File: src/rtl/dram_stream_arbiter_pkg.sv
// Shared types and sizing for the DRAM read-channel arbiter.
package dram_stream_arbiter_pkg;
    localparam int NUM_PE  = 8;
    localparam int BEATS_W = 10;
    localparam int PE_W    = $clog2(NUM_PE);

    typedef enum logic {STREAM_INPUT, STREAM_FILTER} stream_type_t;
    typedef enum logic [1:0] {ARB_IDLE, ARB_CMD, ARB_STREAM, ARB_DONE} arb_state_t;

    typedef struct packed {
        logic [PE_W-1:0]    pe;
        stream_type_t       typ;
        logic [BEATS_W-1:0] beats;
    } burst_req_t;

    function automatic logic [PE_W-1:0] next_pe(input logic [PE_W-1:0] pe);
        return (pe == PE_W'(NUM_PE - 1)) ? '0 : pe + PE_W'(1);
    endfunction
endpackage

File: src/rtl/dram_stream_arbiter_if.sv
// PE request / DRAM command / beat steering bundle for the stream arbiter.
interface dram_stream_arbiter_if;
    import dram_stream_arbiter_pkg::*;

    logic [NUM_PE-1:0]              pe_req_valid;
    logic [NUM_PE-1:0]              pe_req_type;
    logic [NUM_PE-1:0][BEATS_W-1:0] pe_req_beats;
    logic [NUM_PE-1:0]              pe_req_ready;
    logic                           dram_cmd_valid;
    logic                           dram_cmd_ready;
    logic [PE_W-1:0]                dram_cmd_pe;
    logic                           dram_cmd_type;
    logic [BEATS_W-1:0]             dram_cmd_beats;
    logic                           dram_rd_valid;
    logic [NUM_PE-1:0]              iaram_wr_en;
    logic [NUM_PE-1:0]              weight_wr_en;
    logic [NUM_PE-1:0]              stream_input_finish;
    logic [NUM_PE-1:0]              stream_filter_finish;
    logic                           busy;
    logic                           protocol_err;

    modport master (
        input  pe_req_valid, pe_req_type, pe_req_beats, dram_cmd_ready, dram_rd_valid,
        output pe_req_ready, dram_cmd_valid, dram_cmd_pe, dram_cmd_type, dram_cmd_beats,
               iaram_wr_en, weight_wr_en, stream_input_finish, stream_filter_finish,
               busy, protocol_err
    );

    modport slave (
        output pe_req_valid, pe_req_type, pe_req_beats, dram_cmd_ready, dram_rd_valid,
        input  pe_req_ready, dram_cmd_valid, dram_cmd_pe, dram_cmd_type, dram_cmd_beats,
               iaram_wr_en, weight_wr_en, stream_input_finish, stream_filter_finish,
               busy, protocol_err
    );
endinterface

File: src/rtl/dram_stream_arbiter_rr_arbiter.sv
// Combinational round-robin pick: first request at or after ptr_i, wrapping.
module rr_arbiter #(
    parameter int N = 8,
    parameter int W = $clog2(N)
) (
    input  logic [N-1:0] req_i,
    input  logic [W-1:0] ptr_i,
    output logic [N-1:0] gnt_o,
    output logic [W-1:0] idx_o,
    output logic         any_o
);
    always_comb begin
        gnt_o = '0;
        idx_o = '0;
        any_o = |req_i;
        // Scan farthest-first so the closest request to ptr_i is written last and wins.
        for (int i = N - 1; i >= 0; i--) begin
            if (req_i[(int'(ptr_i) + i) % N]) idx_o = W'((int'(ptr_i) + i) % N);
        end
        if (any_o) gnt_o[idx_o] = 1'b1;
    end
endmodule

File: src/rtl/dram_stream_arbiter.sv
// Shares one DRAM read channel among NUM_PE requesters, one burst at a time.
module dram_stream_arbiter
    import dram_stream_arbiter_pkg::*;
(
    input  logic                 clk,
    input  logic                 rst,
    dram_stream_arbiter_if.master bus
);
    arb_state_t         state_q, state_d;
    logic [PE_W-1:0]    rr_ptr_q, rr_ptr_d;
    burst_req_t         cur_q, cur_d;
    logic [BEATS_W-1:0] cnt_q, cnt_d;
    logic               perr_q, perr_d;

    logic [NUM_PE-1:0]  gnt;
    logic [PE_W-1:0]    gnt_idx;
    logic               gnt_any;

    rr_arbiter #(.N(NUM_PE), .W(PE_W)) u_rr (
        .req_i (bus.pe_req_valid),
        .ptr_i (rr_ptr_q),
        .gnt_o (gnt),
        .idx_o (gnt_idx),
        .any_o (gnt_any)
    );

    always_ff @(posedge clk or negedge rst) begin
        if (!rst) begin
            state_q  <= ARB_IDLE;
            rr_ptr_q <= '0;
            cur_q    <= '0;
            cnt_q    <= '0;
            perr_q   <= 1'b0;
        end else begin
            state_q  <= state_d;
            rr_ptr_q <= rr_ptr_d;
            cur_q    <= cur_d;
            cnt_q    <= cnt_d;
            perr_q   <= perr_d;
        end
    end

    assign bus.dram_cmd_pe    = cur_q.pe;
    assign bus.dram_cmd_type  = cur_q.typ;
    assign bus.dram_cmd_beats = cur_q.beats;
    assign bus.busy           = (state_q != ARB_IDLE);
    assign bus.protocol_err   = perr_q;

    always_comb begin
        state_d                  = state_q;
        rr_ptr_d                 = rr_ptr_q;
        cur_d                    = cur_q;
        cnt_d                    = cnt_q;
        // Beats outside STREAM are dropped but latched as an error.
        perr_d                   = perr_q | (bus.dram_rd_valid && state_q != ARB_STREAM);
        bus.pe_req_ready         = '0;
        bus.dram_cmd_valid       = 1'b0;
        bus.iaram_wr_en          = '0;
        bus.weight_wr_en         = '0;
        bus.stream_input_finish  = '0;
        bus.stream_filter_finish = '0;

        case (state_q)
            ARB_IDLE: begin
                if (gnt_any) begin
                    bus.pe_req_ready = gnt & {NUM_PE{rst}};
                    cur_d.pe         = gnt_idx;
                    cur_d.typ        = stream_type_t'(bus.pe_req_type[gnt_idx]);
                    cur_d.beats      = bus.pe_req_beats[gnt_idx];
                    state_d          = (cur_d.beats == '0) ? ARB_DONE : ARB_CMD;
                end
            end
            ARB_CMD: begin
                bus.dram_cmd_valid = 1'b1;
                if (bus.dram_cmd_ready) begin
                    cnt_d   = cur_q.beats;
                    state_d = ARB_STREAM;
                end
            end
            ARB_STREAM: begin
                if (bus.dram_rd_valid) begin
                    if (cur_q.typ == STREAM_FILTER) bus.weight_wr_en[cur_q.pe] = 1'b1;
                    else                            bus.iaram_wr_en[cur_q.pe]  = 1'b1;
                    cnt_d = cnt_q - BEATS_W'(1);
                    if (cnt_q == BEATS_W'(1)) state_d = ARB_DONE;
                end
            end
            ARB_DONE: begin
                if (cur_q.typ == STREAM_FILTER) bus.stream_filter_finish[cur_q.pe] = 1'b1;
                else                            bus.stream_input_finish[cur_q.pe]  = 1'b1;
                rr_ptr_d = next_pe(cur_q.pe);
                state_d  = ARB_IDLE;
            end
            default: state_d = ARB_IDLE;
        endcase
    end
endmodule

File: src/flat_wrapper.sv
// flat-port wrapper written by rule: the top's interface ports become plain ports
module dram_stream_arbiter_flat import dram_stream_arbiter_pkg::*;
  (clk, rst, bus_pe_req_valid, bus_pe_req_type, bus_pe_req_beats, bus_dram_cmd_ready, bus_dram_rd_valid, bus_pe_req_ready, bus_dram_cmd_valid, bus_dram_cmd_pe, bus_dram_cmd_type, bus_dram_cmd_beats, bus_iaram_wr_en, bus_weight_wr_en, bus_stream_input_finish, bus_stream_filter_finish, bus_busy, bus_protocol_err);
  dram_stream_arbiter_if bus_i ();
  input  logic clk;
  input  logic rst;
  input wire logic [$bits(bus_i.pe_req_valid)-1:0] bus_pe_req_valid;
  input wire logic [$bits(bus_i.pe_req_type)-1:0] bus_pe_req_type;
  input wire logic [$bits(bus_i.pe_req_beats)-1:0] bus_pe_req_beats;
  input wire logic [$bits(bus_i.dram_cmd_ready)-1:0] bus_dram_cmd_ready;
  input wire logic [$bits(bus_i.dram_rd_valid)-1:0] bus_dram_rd_valid;
  output wire logic [$bits(bus_i.pe_req_ready)-1:0] bus_pe_req_ready;
  output wire logic [$bits(bus_i.dram_cmd_valid)-1:0] bus_dram_cmd_valid;
  output wire logic [$bits(bus_i.dram_cmd_pe)-1:0] bus_dram_cmd_pe;
  output wire logic [$bits(bus_i.dram_cmd_type)-1:0] bus_dram_cmd_type;
  output wire logic [$bits(bus_i.dram_cmd_beats)-1:0] bus_dram_cmd_beats;
  output wire logic [$bits(bus_i.iaram_wr_en)-1:0] bus_iaram_wr_en;
  output wire logic [$bits(bus_i.weight_wr_en)-1:0] bus_weight_wr_en;
  output wire logic [$bits(bus_i.stream_input_finish)-1:0] bus_stream_input_finish;
  output wire logic [$bits(bus_i.stream_filter_finish)-1:0] bus_stream_filter_finish;
  output wire logic [$bits(bus_i.busy)-1:0] bus_busy;
  output wire logic [$bits(bus_i.protocol_err)-1:0] bus_protocol_err;
  assign bus_i.pe_req_valid = bus_pe_req_valid;
  assign bus_i.pe_req_type = bus_pe_req_type;
  assign bus_i.pe_req_beats = bus_pe_req_beats;
  assign bus_i.dram_cmd_ready = bus_dram_cmd_ready;
  assign bus_i.dram_rd_valid = bus_dram_rd_valid;
  assign bus_pe_req_ready = bus_i.pe_req_ready;
  assign bus_dram_cmd_valid = bus_i.dram_cmd_valid;
  assign bus_dram_cmd_pe = bus_i.dram_cmd_pe;
  assign bus_dram_cmd_type = bus_i.dram_cmd_type;
  assign bus_dram_cmd_beats = bus_i.dram_cmd_beats;
  assign bus_iaram_wr_en = bus_i.iaram_wr_en;
  assign bus_weight_wr_en = bus_i.weight_wr_en;
  assign bus_stream_input_finish = bus_i.stream_input_finish;
  assign bus_stream_filter_finish = bus_i.stream_filter_finish;
  assign bus_busy = bus_i.busy;
  assign bus_protocol_err = bus_i.protocol_err;
  dram_stream_arbiter u_core (.clk(clk), .rst(rst), .bus(bus_i));
endmodule
File: config.mk
export PLATFORM = sky130hd
export DESIGN_NAME = dram_stream_arbiter_flat
export DESIGN_NICKNAME = d
export VERILOG_FILES = /design/src/rtl/dram_stream_arbiter_pkg.sv /design/src/rtl/dram_stream_arbiter_if.sv /design/src/rtl/dram_stream_arbiter_rr_arbiter.sv /design/src/rtl/dram_stream_arbiter.sv /design/src/flat_wrapper.sv
export SDC_FILE = /design/constraint.sdc
export NUM_CORES = 1
export LEC_CHECK = 0
export CORE_ASPECT_RATIO = 2
export CORE_MARGIN = 3
export CORE_UTILIZATION = 28
export CTS_CLUSTER_SIZE = 8
export DETAILED_ROUTE_END_ITERATION = 12
export PLACE_DENSITY_LB_ADDON = 0.2
export SYNTH_ARGS = -nofsm -noshare
export SYNTH_HDL_FRONTEND = slang
export SYNTH_SLANG_ARGS = --single-unit
File: constraint.sdc
create_clock -name clk -period 5.95 [get_ports clk]
set_input_delay 0.595 -clock clk [delete_from_list [all_inputs] [get_ports clk]]
set_output_delay 0.595 -clock clk [all_outputs]
set_load 0.01 [all_outputs]
---- Word level (Yosys, flattened, before mapping) ----
Index checks and enable logic that the tools add are counted.
storage, ports and cells
  register bits after elaboration ......... 30
  latch bits .............................. 0
  memory bits (writable) .................. 0
  bits in read-only memories .............. 0
  bits of input ports ..................... 100
  memories kept ........................... 0
cells by class
  add/subtract/negate cells ............... 9
  multiply operators ...................... 0
  divide/modulo/power cells ............... 0
  magnitude comparators ................... 12
  equal/unequal tests ..................... 10
  shift-type cells ........................ 0
  multiplexer cells ....................... 61
  bitwise operators ....................... 9
  reduce and logical (&&, ||, !) cells .... 18
operators with widths
  cell                                                                           number
  8-bit two-way mux                                                              11
  4-bit by 5-bit less-than comparator with 1-bit output (second input constant)  7
  10-bit binary-select mux with 3-bit select                                     1
  10-bit two-way mux                                                             3
  1-bit binary-select mux with 3-bit select                                      9
  3-bit two-way mux                                                              9
  3-bit OR reduction                                                             7
  10-bit one-hot mux with 2 select lines                                         1
  1-bit two-way mux                                                              19
  3-bit adder (second input constant)                                            4
  3-bit by 4-bit less-than comparator with 1-bit output (second input constant)  3
  10-bit by 1-bit == test with 1-bit output (second input constant)              1
  10-bit logical NOT                                                             1
  2-bit two-way mux                                                              5
  10-bit by 1-bit subtractor with 10-bit output (second input constant)          1
  8-bit bitwise AND                                                              1
  2-bit one-hot mux with 4 select lines                                          1
  8-bit OR reduction                                                             1
  1-bit bitwise AND (first input constant)                                       7
  3-bit by 1-bit adder with 3-bit output (second input constant)                 2
  3-bit by 2-bit adder with 3-bit output (second input constant)                 2
  1-bit demux with 3-bit select                                                  2
  3-bit by 1-bit >= comparator with 1-bit output (second input constant)         2
  2-bit inequality test (second input constant)                                  3
  11 further kinds                                                               16

---- Longest topological paths before layout ----
Gate-level depths: netlist (run 1).
  depth in word-level cells ............... 22
  mapped depth ............................ 18

---- By module ----
A second synthesis (run 1) with hierarchy kept.
second synthesis, totals
  cells, all modules ...................... 374
  area, all modules ....................... 3403.3 µm²
modules (own cells, without submodules)
  module               times used  cells an instance  area an instance (µm²)  sequential area each (µm²)
  dram_stream_arbiter  1           259                2429.8                  750.7
  rr_arbiter           1           115                973.4                   0.0

---- Least setup slack after synthesis (run 1) ----
Ideal clock, no wire load.
  path type ............................... flip-flop to flip-flop
  start point ............................. reg u_core.rr_ptr_q[0]
  end point ............................... reg u_core.state_q[1]
  library setup time ...................... 0.092 ns
  arrival time ............................ 4.303 ns
  required time ........................... 5.858 ns
  path slack .............................. 1.555 ns
  cell stages (with the launch flop) ...... 18
  period minus slack after synthesis ...... 4.395 ns
  cells stage by stage .................... dfrtp_1 buf_6 clkinv_1 clkbuf_1 ha_1 buf_4 mux2i_1 mux2i_1 o221ai_1 o21ai_0 o311a_1 or2_2 buf_2 o2111ai_1 nand4_1 or3_1 a2111o_1 o31ai_2
between the ends
  cells in the longest elaborated chain, start to end .. 18
  elaborated cells on any way between the ends .. 44
  those cells by class .................... add/sub (7); mux (36); reduce/logical (1)
RTL lines
  element                                               line                                  text
  start, declared                                       dram_stream_arbiter.sv:10             logic [PE_W-1:0] rr_ptr_q, rr_ptr_d;
  start signal, assigned                                dram_stream_arbiter.sv:36             rr_ptr_q <= rr_ptr_d;
  3-bit adder                                           dram_stream_arbiter_rr_arbiter.sv:18  if (req_i[(int'(ptr_i) + i) % N]) idx_o = W'((int'(ptr_i) + i) % N);
  1-bit binary-select mux with 3-bit select             dram_stream_arbiter_rr_arbiter.sv:18
  1-bit two-way mux (implied by the code) (2 in a row)  dram_stream_arbiter_rr_arbiter.sv:18
  3-bit two-way mux (7 in a row)                        dram_stream_arbiter_rr_arbiter.sv:18
  3-bit two-way mux *                                   dram_stream_arbiter_rr_arbiter.sv:18
  10-bit binary-select mux with 3-bit select *          dram_stream_arbiter.sv:69             cur_d.beats = bus.pe_req_beats[gnt_idx];
  10-bit two-way mux (implied by the code) *            dram_stream_arbiter.sv:69
  10-bit logical NOT *                                  dram_stream_arbiter.sv:70             state_d = (cur_d.beats == '0) ? ARB_DONE : ARB_CMD;
  2-bit two-way mux *                                   dram_stream_arbiter.sv:70
  2-bit two-way mux *                                   dram_stream_arbiter.sv:65             if (gnt_any) begin
  2-bit one-hot mux with 4 select lines *               dram_stream_arbiter.sv:63             case (state_q)
  end signal, assigned                                  dram_stream_arbiter.sv:35             state_q <= state_d;
  end, declared                                         dram_stream_arbiter.sv:9              arb_state_t state_q, state_d;
Mark *: on every way between the ends. The rest lies on a longest branch, timed or not. The select of a mux whose other input is x is not followed.
A chain may end at the register's enable or synchronous reset.

---- Worst setup path after layout (run 1) ----
  start point ............................. reg u_core.rr_ptr_q[1]
  end point ............................... out bus_pe_req_ready[4]
between the ends
  cells in the longest elaborated chain, start to end .. 20
  elaborated cells on any way between the ends .. 47
  those cells by class .................... add/sub (7); order compare (2); mux (36); bitwise (1); reduce/logical (1)
RTL lines
  element                                                                                                                                        line                                  text
  3-bit adder                                                                                                                                    dram_stream_arbiter_rr_arbiter.sv:18
  1-bit binary-select mux with 3-bit select                                                                                                      dram_stream_arbiter_rr_arbiter.sv:18
  1-bit two-way mux (implied by the code) (2 in a row)                                                                                           dram_stream_arbiter_rr_arbiter.sv:18
  3-bit two-way mux (7 in a row)                                                                                                                 dram_stream_arbiter_rr_arbiter.sv:18
  3-bit two-way mux *                                                                                                                            dram_stream_arbiter_rr_arbiter.sv:18
  3-bit by 4-bit less-than comparator with 1-bit output (implied by the code) or 3-bit by 1-bit >= comparator with 1-bit output (tied branches)  dram_stream_arbiter_rr_arbiter.sv:20  if (any_o) gnt_o[idx_o] = 1'b1;
  1-bit logical AND (implied by the code)                                                                                                        dram_stream_arbiter_rr_arbiter.sv:20
  1-bit two-way mux (implied by the code)                                                                                                        dram_stream_arbiter_rr_arbiter.sv:20
  1-bit demux with 3-bit select *                                                                                                                dram_stream_arbiter_rr_arbiter.sv:20
  8-bit two-way mux *                                                                                                                            dram_stream_arbiter_rr_arbiter.sv:20
  8-bit bitwise AND *                                                                                                                            dram_stream_arbiter.sv:66             bus.pe_req_ready = gnt & {NUM_PE{rst}};
  8-bit two-way mux *                                                                                                                            dram_stream_arbiter.sv:65
  8-bit two-way mux *                                                                                                                            dram_stream_arbiter.sv:63
  end, declared                                                                                                                                  flat_wrapper.sv:12                    output wire logic [$bits(bus_i.pe_req_ready)-1:0] bus_pe_req_ready;
Marks and branches as above.

==> flow_summary.toml, run 1 <==
[worst_setup_path]
start_kind = "flop"
critPathSlowestCell = "ha_1"
cpPeakStageDelay_ns = 0.59
cp-end-kind = "primary output"
worstReg2RegStart = "u_core.rr_ptr_q[1]"
path_max_fanout = 17
reg2reg_slack_ns = 1.00
worstPathRequired_ns = 5.36
path_delay_family = "compound AO/OA/AOI/OAI gates"
worstPathArrival_ns = 4.84
worstSetupPathType = "flop to primary output"
cp.buffers_inverters = 4
path_cells = "buf_4, inv_1, ha_1, mux2i_1, mux2i_1, o221ai_1, a311oi_4, o21a_1, o21ai_2, buf_4, nand3_1, nor2_1, clkdlybuf4s50_1"
crit_path_start = "u_core.rr_ptr_q[1]"

[clock_tree]
clk-insertion-delay-late_ns = 0.28
cts_buffers = 5
post_cts_resized = 0
root_buffer = "clkbuf_16"
htree_levels = 2
cts.path.max_buffers = 2
cts_tree = "built"
cts_setup_buffers = 0
ctsHoldBuffers = 0
clk_pin_slew_ns = 0.05
cts_sinks = 30

[grt]
grt_pass1_wl_um = 24700
overflow = 0
grt_pass1_vias = 4888
gr-usage-all-layers_pct = 18.8
grt_antenna_before_repair = 0
grt_max_degree = 43

[route]
first_iter_violations = 312
ant_nets = 0
finalWirelength_um = 15800
vias_per_cell = 5.67
vias = 4941
dr.pass1.iters = 7
drc_errors = 0
post_drt_wl_per_cell_um = 18.1

[synth]
yosysTopAreaCellShare_pct = 18.6
yosysTopAreaCell = "dfrtp_1"
yosysUniqueCellTypes = 64
postSynthAreaPerCell_um2 = 7.45
ys_ff_latch = 30
async_reset_ff_share_pct = 100
ys_warn_count = 0
syn-num-nets = 652
ys_seq_area_share_pct = 18.6
synth_area_leaders = "dfrtp_1, mux2i_1, nor2_1"
synth-main-ff-cell = "dfrtp_1"
synth_edf_count = 0
synthCells = 542
synth_area_um2 = 4040

[floorplan]
core-area_um2 = 14000
rows = 61
die-area_um2 = 16000
start_util_pct = 28.8
die_y_um = 176
dieWidth_um = 90.9
ioPinCount = 157

[sta]
fin_ws_ns = 0.517
skew_ns = 0.00509
drv_slew = 0
fin_hold_ws_ns = 0.471
finalSetupViolCount = 0
rsz0062_at_grt = "false"
tightest_slew_ns = 0.813
setup_tns_ns = 0
min_period_ns = 5.43
maxSlewHeadroom_pct = 45.8
finalCritPeriodShare_pct = 91.3
hold_violations = 0
clock.fmax_mhz = 184

[final_layout]
antennaDiodeCount = 0
area_growth_pct = 46.7
final_common_cell = "clkdlybuf4s50_1"
drive_gt1_share_pct = 8.05
nets = 792
mostFrequentLayoutCells = "clkdlybuf4s50_1, nor2_1, nand2_1"

[placed_design]
numPortBuffers = 156
dpl_worst_slack_ns = 0.859
hpwl_um = 12700
routabilityCongestion = 0.957

[pwr]
powerDensity_nw_per_um2 = 724
leakagePower_nw = 2.25
ir_drop_uv = 355
power_mw = 4.29

[worst_hold_path]
hold_path_startpoint = "u_core.bus.protocol_err"
hold_path.class = "flop to flop"

[run]
maxCapViolCount = 0

[status]
status = "finished, final reports clean"
## flip-flops by register name, summed over array words and instances (netlist names)
signal                     count
u_core.cnt_q                  10
u_core.bus.dram_cmd_beats     10
u_core.state_q                 2
u_core.bus.dram_cmd_pe         3
u_core.bus.protocol_err        1
u_core.bus.dram_cmd_type       1
u_core.rr_ptr_q                3
## per-stage QoR
| stage | std cells | utilization (%) | area (um2) |
|---|---|---|---|
| after floorplan | 542 | - | 4040 |
| after detailed placement | 864 | 41.0 | 5760 |
| after global routing | 872 | 42.2 | 5920 |
| after CTS | 872 | 42.2 | 5920 |
| after global placement | 864 | 41.0 | 5760 |
| final | 872 | 42.2 | 5920 |
## synth_stat cells (5+ instances only)
cell       number
o22ai_1        24
or3_1           6
o221ai_1        5
buf_2           9
nand2_1        50
and2_1          5
mux2i_1        40
nor3_1         24
or2_2           6
nor2_1         85
inv_1          14
mux2_2         12
o2111ai_1       9
o21ai_0        34
nand2b_1        5
a21oi_1        24
mux4_2          5
nand3_1        23
o22a_1          9
clkbuf_1       20
ha_1           10
dfrtp_1        30
nand4_1         8
## final timing paths
kind | endpoint | cells past startpoint
worst min-delay path | u_core.bus.protocol_err | 1
worst max register to register | u_core.state_q[1] | 15
min in group asynchronous | u_core.cnt_q[5] | 2
worst max-delay path | bus_pe_req_ready[4] | 13
max in group asynchronous | u_core.bus.dram_cmd_type | 2
worst min register to register | u_core.bus.protocol_err | 1
## per-layer routing
layer | track usage (%) | routed length (um)
met2 | 35.1 | 8240
met5 | 0 | 0
met1 | 19.3 | 5700
met3 | 2.61 | 935
met4 | 11.6 | 909
## cell type report
| cell class | count | area [um2] |
|---|---|---|
| Inverter | 17 | 63.8 |
| Sequential cell | 30 | 751 |
| Timing Repair Buffer | 166 | 1640 |
| Clock buffer | 8 | 166 |
| Multi-Input combinational cell | 462 | 3070 |
| Fill cell | 1446 | 8120 |
| Tap cell | 189 | 236 |
## where the power goes
| group | switching (mW) | internal, mW | total, mW | leakage (nW) |
|---|---|---|---|---|
| logic | 2.13 | 1.42 | 3.54 | 1.81 |
| registers | 0.154 | 0.316 | 0.469 | 0.355 |
| clock network | 0.0888 | 0.189 | 0.278 | 0.0832 |
## worst reg2reg max path, delay by kind of cell (launching register included)
family,cells,cell delay [ns]
AO/OA/AOI/OAI,7,2.20
multiplexers,3,0.95
buffers and inverters,3,0.72
adder cells (fa/ha/maj),1,0.59
flip-flops,1,0.32
AND/OR/NAND/NOR,1,0.10
## kinds of logic after synthesis
logic type                 after synthesis  synth area share [%]
and+or+nand+nor                        223                  24.9
AOI/OAI and AO/OA                      162                  28.6
muxes                                   61                  18.0
buffers and inverters                   50                  5.48
DFF                                     30                  18.6
adders and majority gates               10                  3.10
xor gates and xnor gates                 6                  1.30
Note: power is estimated with default switching activity, not from simulation.
==> run 2: changes to the inputs <==
--- a/config.mk
+++ b/config.mk
@@ -11,6 +11,7 @@
 export CTS_CLUSTER_SIZE = 8
 export DETAILED_ROUTE_END_ITERATION = 12
 export PLACE_DENSITY_LB_ADDON = 0.2
+export SLEW_MARGIN = 5
 export SYNTH_ARGS = -nofsm -noshare
 export SYNTH_HDL_FRONTEND = slang
 export SYNTH_SLANG_ARGS = --single-unit
==> results of run 2 <==
Same layout as run 1: the final DEF is identical, and so are final timing and power.
==> run 3: changes to the inputs <==
--- a/config.mk
+++ b/config.mk
@@ -7,7 +7,7 @@
 export LEC_CHECK = 0
 export CORE_ASPECT_RATIO = 2
 export CORE_MARGIN = 3
-export CORE_UTILIZATION = 28
+export CORE_UTILIZATION = 45
 export CTS_CLUSTER_SIZE = 8
 export DETAILED_ROUTE_END_ITERATION = 12
 export PLACE_DENSITY_LB_ADDON = 0.2
==> run 3 against run 2 <==
First-iteration DRC count shrank 29%. Final area is 1.3% lower. Hold slack improved by 0.0054 ns. Die area down 36%. Clock skew barely moved. Clock power up 23%.
==> flow_summary.toml, run 3 (synthesized netlist as in run 1, its figures left out) <==
[placed_design]
place_inst = 775
numPortBuffers = 156
dpl_worst_slack_ns = 0.827
hpwl_um = 12800
routabilityCongestion = 0.952
place_area_um2 = 5650

[sta]
tightest_slew_ns = 1.04
fin_hold_ws_ns = 0.477
maxSlewHeadroom_pct = 30.5
min_period_ns = 5.38
clock.fmax_mhz = 186
finalCritPeriodShare_pct = 90.5
finalSetupViolCount = 0
fin_ws_ns = 0.566
drv_slew = 0
rsz0062_at_grt = "false"
hold_violations = 0
setup_tns_ns = 0
skew_ns = 0.00519

[worst_setup_path]
reg2reg_slack_ns = 0.92
worstSetupPathType = "flop to primary output"
start_kind = "flop"
cp-end-kind = "primary output"
path_max_fanout = 47
worstPathArrival_ns = 4.79
rr_worst_depth = 14
worstPathRequired_ns = 5.36

[pwr]
powerDensity_nw_per_um2 = 744
leakagePower_nw = 2.26
ir_drop_uv = 451

[route]
vias_per_cell = 6.29
ant_nets = 0
finalWirelength_um = 15700
vias = 4923
dr.pass1.iters = 5
first_iter_violations = 220
drc_errors = 0
post_drt_wl_per_cell_um = 20.0

[final_layout]
area_growth_pct = 44.7
layout.cells.non_filler = 783
mostFrequentLayoutCells = "clkdlybuf4s50_1, nor2_1, nand2_1"
n_fill_cell = 804
nets = 792
finalInstanceArea_um2 = 5850
final_common_cell = "clkdlybuf4s50_1"
drive_gt1_share_pct = 8.05
antennaDiodeCount = 0

[grt]
grt_pass1_vias = 4959
grt_antenna_before_repair = 0
overflow = 0
grt_max_degree = 48
gr-usage-all-layers_pct = 30.1
grt_pass1_wl_um = 24000

[clock_tree]
clk-insertion-delay-late_ns = 0.28
cts_buffers = 5
post_cts_resized = 0
cts_setup_buffers = 0
ctsHoldBuffers = 0
cts_tree = "built"
root_buffer = "clkbuf_16"
cts_sinks = 30
htree_levels = 2
clk_pin_slew_ns = 0.05
cts.path.max_buffers = 2

[floorplan]
die_y_um = 140
core-area_um2 = 8710
start_util_pct = 46.4
dieWidth_um = 73.0
ioPinCount = 157
rows = 48
die-area_um2 = 10200

[run]
maxCapViolCount = 0

[worst_hold_path]
hold_path.class = "flop to flop"
min_path_cells = 1

[status]
status = "finished, final reports clean"
-- run 3: per-layer routing --
layer  wire length, um  track usage [%]  share of wire [%]  vias to the layer above
li1                  -                -                  -                     2323
met1              5010             27.0                 32                     2295
met2              9110             60.5                 58                      250
met3               763             2.44                4.9                       55
met4               789             16.9                5.0                        0
met5                 0                0                  0                        -
-- run 3: critical path: stages (launching register included) --
cell	delay, ns
dfrtp_1	0.35
buf_4	0.46
ha_1	0.42
xnor2_1	0.22
mux2i_1	0.23
o221ai_1	0.32
a211oi_4	0.33
buf_4	0.20
o21ai_1	0.11
o21ai_2	0.84
nand3_1	0.31
nor2_1	0.18
clkdlybuf4s50_1	0.54
-- run 3: where the power goes --
group	internal [mW]	switching, mW	total [mW]	leakage [nW]
Clock	0.251	0.0908	0.342	0.0971
Combinational	1.42	2.13	3.55	1.81
Sequential	0.316	0.145	0.461	0.355
Total	1.98	2.36	4.35	2.26
-- run 3: final cells by class --
| type | count | area (um2) | area share (%) |
|---|---|---|---|
| Multi-Input combinational cell | 462 | 3070 | 52.5 |
| Timing Repair Buffer | 166 | 1640 | 28.0 |
| Sequential cell | 30 | 751 | 12.8 |
| Clock buffer | 6 | 139 | 2.38 |
| Tap cell | 100 | 125 | 2.14 |
| Inverter | 17 | 63.8 | 1.09 |
| Clock inverter | 2 | 60.1 | 1.03 |
-- run 3: final timing paths --
kind / from / to
max: u_core.rr_ptr_q[0] / bus_pe_req_ready[0]
min: u_core.bus.protocol_err / u_core.bus.protocol_err
max reg2reg: u_core.rr_ptr_q[0] / u_core.state_q[1]
min reg2reg: u_core.bus.protocol_err / u_core.bus.protocol_err
max in group asynchronous: rst / u_core.bus.dram_cmd_pe[2]
min in group asynchronous: rst / u_core.cnt_q[9]
-- run 3: per-stage QoR --
step                      utilization [%]  power (mW)
after floorplan                         -        2.97
after global placement               64.8        3.91
after detailed placement             64.8        3.96
after CTS                            67.1        4.32
after global routing                 67.1        4.67
final                                67.1        4.35
